<file path="config.mk">
export PLATFORM = sky130hd
export DESIGN_NAME = bus_mux_reg
export DESIGN_NICKNAME = d
export VERILOG_FILES = /design/src/rtl/bus_pkg.sv /design/src/rtl/bus_prio_enc.sv /design/src/rtl/bus_mux_reg.sv
export SDC_FILE = /design/constraint.sdc
export NUM_CORES = 1
export LEC_CHECK = 0
export CAP_MARGIN = 10
export CELL_PAD_IN_SITES_DETAIL_PLACEMENT = 0
export CELL_PAD_IN_SITES_GLOBAL_PLACEMENT = 2
export CORE_AREA = 2 2 329 331
export DETAILED_ROUTE_END_ITERATION = 16
export DIE_AREA = 0 0 331 333
export PLACE_DENSITY = 0.51
export SLEW_MARGIN = 0
export SYNTH_ARGS = -nofsm -noshare
export SYNTH_HDL_FRONTEND = slang
export SYNTH_HIERARCHICAL = 1
export SYNTH_SLANG_ARGS = --single-unit
</file>
<file path="constraint.sdc">
create_clock -name clk -period 2.15 [get_ports clk]
set_input_delay 0.43 -clock clk [delete_from_list [all_inputs] [get_ports clk]]
set_output_delay 0.43 -clock clk [all_outputs]
set_load 0.02 [all_outputs]
</file>
<file path="src/rtl/bus_pkg.sv">
// Shared definitions for the datapath bus: default sizing and the CPU
// source map that fixes which index each bus source occupies.
package bus_pkg;

  localparam int DEF_WIDTH  = 32;
  localparam int DEF_NSRC   = 24;
  localparam int DEF_CNT_W  = 8;

  // CPU source map (index into src_data / src_out)
  localparam int SRC_R0     = 0;
  localparam int SRC_R15    = 15;
  localparam int SRC_HI     = 16;
  localparam int SRC_LO     = 17;
  localparam int SRC_ZHI    = 18;
  localparam int SRC_ZLO    = 19;
  localparam int SRC_PC     = 20;
  localparam int SRC_MDR    = 21;
  localparam int SRC_INPORT = 22;
  localparam int SRC_RA     = 23;

endpackage

</file>
<file path="src/rtl/bus_prio_enc.sv">
// Combinational highest-index priority encoder. It reports the winning index,
// whether any request is present, and whether two or more requests are present.
module bus_prio_enc #(
  parameter int N     = 24,
  parameter int IDX_W = $clog2(N)
)(
  input  logic [N-1:0]     i_req,
  output logic [IDX_W-1:0] o_index,
  output logic             o_any,
  output logic             o_multi
);

  // Scan upward so that later (higher) indices overwrite lower ones; a request
  // seen while one is already pending marks multiple drivers.
  always_comb begin
    o_index = '0;
    o_any   = 1'b0;
    o_multi = 1'b0;
    for (int i = 0; i < N; i++) begin
      if (i_req[i]) begin
        if (o_any) o_multi = 1'b1;
        o_any   = 1'b1;
        o_index = IDX_W'(i);
      end
    end
  end

endmodule

</file>
<file path="src/rtl/bus_mux_reg.sv">
// Registered datapath bus multiplexer with bus keeper and contention reporting.
// Enables sampled on edge n are reflected on every output after edge n; all
// outputs come straight from flops.
module bus_mux_reg
  import bus_pkg::*;
#(
  parameter int WIDTH = DEF_WIDTH,
  parameter int NSRC  = DEF_NSRC,
  parameter int CNT_W = DEF_CNT_W,
  parameter int SEL_W = $clog2(NSRC)
)(
  input  logic                    clk,
  input  logic                    clr,
  input  logic [NSRC*WIDTH-1:0]   src_data,
  input  logic [NSRC-1:0]         src_out,
  input  logic                    err_clr,
  output logic [WIDTH-1:0]        bus_out,
  output logic                    bus_valid,
  output logic [SEL_W-1:0]        bus_src,
  output logic                    contention,
  output logic                    err_sticky,
  output logic [CNT_W-1:0]        err_count
);

  localparam logic [CNT_W-1:0] CNT_MAX = {CNT_W{1'b1}};

  logic [WIDTH-1:0] w_words [NSRC];
  logic [SEL_W-1:0] w_idx;
  logic             w_any;
  logic             w_multi;
  logic [WIDTH-1:0] w_sel_word;

  logic [WIDTH-1:0] r_bus;
  logic             r_valid;
  logic [SEL_W-1:0] r_src;
  logic             r_cont;
  logic             r_sticky;
  logic [CNT_W-1:0] r_count;

  for (genvar g = 0; g < NSRC; g++) begin : g_unpack
    assign w_words[g] = src_data[g*WIDTH +: WIDTH];
  end

  bus_prio_enc #(
    .N     (NSRC),
    .IDX_W (SEL_W)
  ) u_prio_enc (
    .i_req   (src_out),
    .o_index (w_idx),
    .o_any   (w_any),
    .o_multi (w_multi)
  );

  assign w_sel_word = w_words[w_idx];

  // Bus register and keeper: load the winner when anyone drives, otherwise hold.
  always_ff @(posedge clk or negedge clr) begin
    if (!clr) begin
      r_bus   <= '0;
      r_src   <= '0;
      r_valid <= 1'b0;
    end else begin
      r_valid <= w_any;
      if (w_any) begin
        r_bus <= w_sel_word;
        r_src <= w_idx;
      end
    end
  end

  // Contention pulse, sticky flag and saturating counter; a contention cycle
  // beats a simultaneous err_clr and restarts the count at one.
  always_ff @(posedge clk or negedge clr) begin
    if (!clr) begin
      r_cont   <= 1'b0;
      r_sticky <= 1'b0;
      r_count  <= '0;
    end else begin
      r_cont <= w_multi;
      if (w_multi) begin
        r_sticky <= 1'b1;
        if (err_clr)
          r_count <= CNT_W'(1);
        else if (r_count != CNT_MAX)
          r_count <= r_count + CNT_W'(1);
      end else if (err_clr) begin
        r_sticky <= 1'b0;
        r_count  <= '0;
      end
    end
  end

  assign bus_out    = r_bus;
  assign bus_valid  = r_valid;
  assign bus_src    = r_src;
  assign contention = r_cont;
  assign err_sticky = r_sticky;
  assign err_count  = r_count;

endmodule

</file>
==> impl_results.md <==
* Peak Freq at 0.359 GHz
* Sw power at 2.59 mW
* Vias in the first global route at 14200
* Setup ws final at -0.634 ns
* Buf+Inv Stages, Crit Path at 4
* Post-synthesis register bit count at 48
* Ys async rst share at 100%
* Crit-path max cell delay at just over 0.5 ns
* Syn_area_per_cell at 9.06 sq um
* # DRC at 0
* Netlist Area Pre-Place at about 8800 sq um
* Sequential share of the synthesized area at 13.6%
* Adder-Cell Fraction of Synth Area at 0.369%
* Drt total wl at 88500 microns
* Min-delay worst type: input port to asynchronous set/reset pin
* Antenna violations before repair at 19
* CP top delay family: compound AO/OA/AOI/OAI gates
* Worst r2r path cells at 5
* Net Sw Frac at 36.9%
* # clock sinks at 48
* Critical path cell sequence: buf_8, nor2_4, o31ai_4, a21boi_2, o31ai_2, a2111o_2, buf_12, buf_16, buf_16, mux4_2, mux2i_2, nor2_1, or4_1
* Critical path fanouts, max at 6
* Area of the core at 107000 sq um
* Io pins at 843
* MaxCap Viol Count at 0
* Rows at 120
* Max Clock Skew at 0.00112 ns
* Initial DRC Count at 417
* Layout cell share with drive strength beyond 1 at 27.2%
* Comb pwr share at 68.1%
* Fin crit period at ~2.8 ns
* Critical Path Stages at 13
* Critical path's most frequent cell: buf_16
* Cell Int Power at 4.42 mW
* Antenna Nets Post-Route at 0
* Initial Utilization at 8.27%
* Critical Path End Type: register
* Finished Cell Area at roughly 23000 sq um
* Hold Buf Count CTS at 0
* Die ar. at 110000 sq um
* CTS max path bufs at 2
* Failing checks: setup timing
* DIE HEIGHT at 333 microns
* Mux share of post-synthesis cell area at 47.2%
* Seq pwr share at 15.2%
* Slew HR at 62.9%
* WP data arrival at 2.99 ns
* PortBufs at 842
* Type of origin of the critical path: input port
* Most common cell after layout, fill and taps aside: clkdlybuf4s50_1
* Unique cell type count in the Yosys netlist at 57
* Placer Congestion at 0.839
* Post-synth EDFFs at 0
* First-pass GRT wire length at 116000 microns
* Slowest CP cell: or4_1
* Setup tns final at -18.56 ns
* Clk slew on worst S/H paths at 0.10 ns
* Hpwl dp at 74400 microns
* Clk pwr share at 16.6%
* Leakage power at 9.16 nW
* Worst path required time at 2.36 ns
* Die W at 331 microns
* Num CTS Buffers at 5
* Syn_nets at 1769
* RSZ-0062 raised after global routing: true
* Simple-Gate Fraction of Synth Area at 12.9%
* Post-synthesis compound-gate area fraction at between 10% and 20%
* CTS tree: done
* VDD IR-drop max at 0.280 mV
* Most common flop cell mapped by yosys: dfrtp_1
* Synth Warn # at 6
* Vias post-DR at around 13000
* H-tree levels at 2
* First drt pass iteration count at 5
* Final setup fails at 40
* XOR/XNOR share of the synthesized area at 0.199%
* Fillcell total at 11700
* Insertion delay to the later sink of the worst-skew pair at 0.34 ns
* Status: complete, but fails checks
* Largest family of logic cells by synthesized area: multiplexers
* Clock tree root buffer cell: clkbuf_16
* Final core occ at 21.4%
* Final Hold Viols at 0
* Final Max Tran Viols at 0
* Pin count of the biggest net entering global routing at 54
* Area Overhead vs Synth at 159%
* Vias per cell at between 3 and 4
* Commonest non-fill, non-tap cells in the layout: clkdlybuf4s50_1, mux2i_1, buf_4
* Cells after Synth at 973
* Total grt overflow at 0
* Final period util at 130%
* Pwr dens at 308 nW/um^2
* Crit Path Class: input port to register
* Wire length per cell at ~26 microns
* # nets final at 2783
* Placed Area at ~20000 sq um
* Worst-Margin Slew at 0.546 ns
* Tot GR Track Use at 15.2%
layer usage:
layer,track usage (%),wire [microns],share of wire (%),up-vias
met5,0,107,0.12,-
met4,1.65,665,0.75,18
met2,30.7,49500,56,505
met3,3.07,5130,5.8,53
li1,-,-,-,5905
met1,16.2,33100,37,6273
flip-flops by register name, summed over array words and instances, names as in the netlist:
signal,cells
contention,1
bus_valid,1
err_sticky,1
bus_out,32
bus_src,5
err_count,8
metrics by stage:
step,total power [mW],worst slack (ns),hold WS [ns],cells
6_report,7.01,-0.634,0.0495,3396
5_1_grt,7.42,-0.703,0.0705,3393
4_1_cts,7.20,-0.680,0.0655,3378
3_5_place_dp,5.35,-2.16,0.469,3320
3_3_place_gp,5.34,-2.17,0.462,3319
2_1_floorplan,2.58,-0.382,0.134,973
area by class of cell:
class,count,area [sq um],share of cell area (%)
antenna,5,12.5,0.0549
clock inverter,2,38.8,0.170
multi-input combinational,812,8140,35.7
inverter,15,56.3,0.247
tap,1403,1760,7.71
sequential,48,1200,5.27
clock buffer,6,139,0.610
timing repair buffer,1105,11400,50.2
synthesized netlist by cell type, drive strengths merged (2+ instances only):
library cell	n	share of area (%)
mux2i	301	34
a22oi	115	9.8
nand3	75	4.3
buf	57	5.1
nor2	54	2.4
dfrtp	48	14
mux4	47	12
nand2	44	1.9
clkbuf	41	2.0
a21oi	39	2.2
a41oi	23	2.3
o21ai	17	0.97
inv	15	0.64
nor2b	13	0.92
a221oi	8	0.80
nor3	8	0.45
or4	8	0.68
mux2	7	0.89
nor4	7	0.74
nand2b	6	0.43
o31ai	5	0.43
nand4	4	0.28
a31oi	3	0.21
and2	2	0.14
maj3	2	0.23
nor4bb	2	0.23
o211ai	2	0.17
o21bai	2	0.17
kinds of logic (layout without fill, tap and decap cells):
group	count (synthesis)	count (layout)
AO/OA/AOI/OAI	223	223
AND/OR/NAND/NOR	229	229
multiplexers	355	355
XOR/XNOR	2	2
adder cells (fa/ha/maj)	3	3
flip-flops	48	48
other	0	5
buffers and inverters	113	1128
path summary, 6_finish.rpt:
kind                         startpoint      endpoint  slack [ns]
max reg2reg                err_count[2]  err_count[1]        0.30
max                          src_out[7]   bus_out[14]       -0.63
min in group clk             bus_src[1]    bus_src[1]        0.53
min                                 clr  err_count[6]        0.05
min reg2reg                  bus_src[1]    bus_src[1]        0.53
max in group asynchronous           clr   bus_out[27]        1.71
power groups by stage:
stage	registers [mW]	clock network, mW	logic (mW)
detailed placement	1.09	0	4.26
finish	1.07	1.17	4.78
floorplan	1.18	0	1.40
global route	1.08	1.26	5.07
CTS	1.07	1.30	4.82
global placement	1.09	0	4.25
timing repair:
| item | in CTS | in global routing |
|---|---|---|
| cloned | 12 | 4 |
| buffers inserted | 50 | 11 |
| setup endpoints to repair | 47 | 40 |
| resized for setup | 336 | 54 |
| pin swaps | 82 | 45 |
No activity file was read; power rests on OpenSTA's default activity.
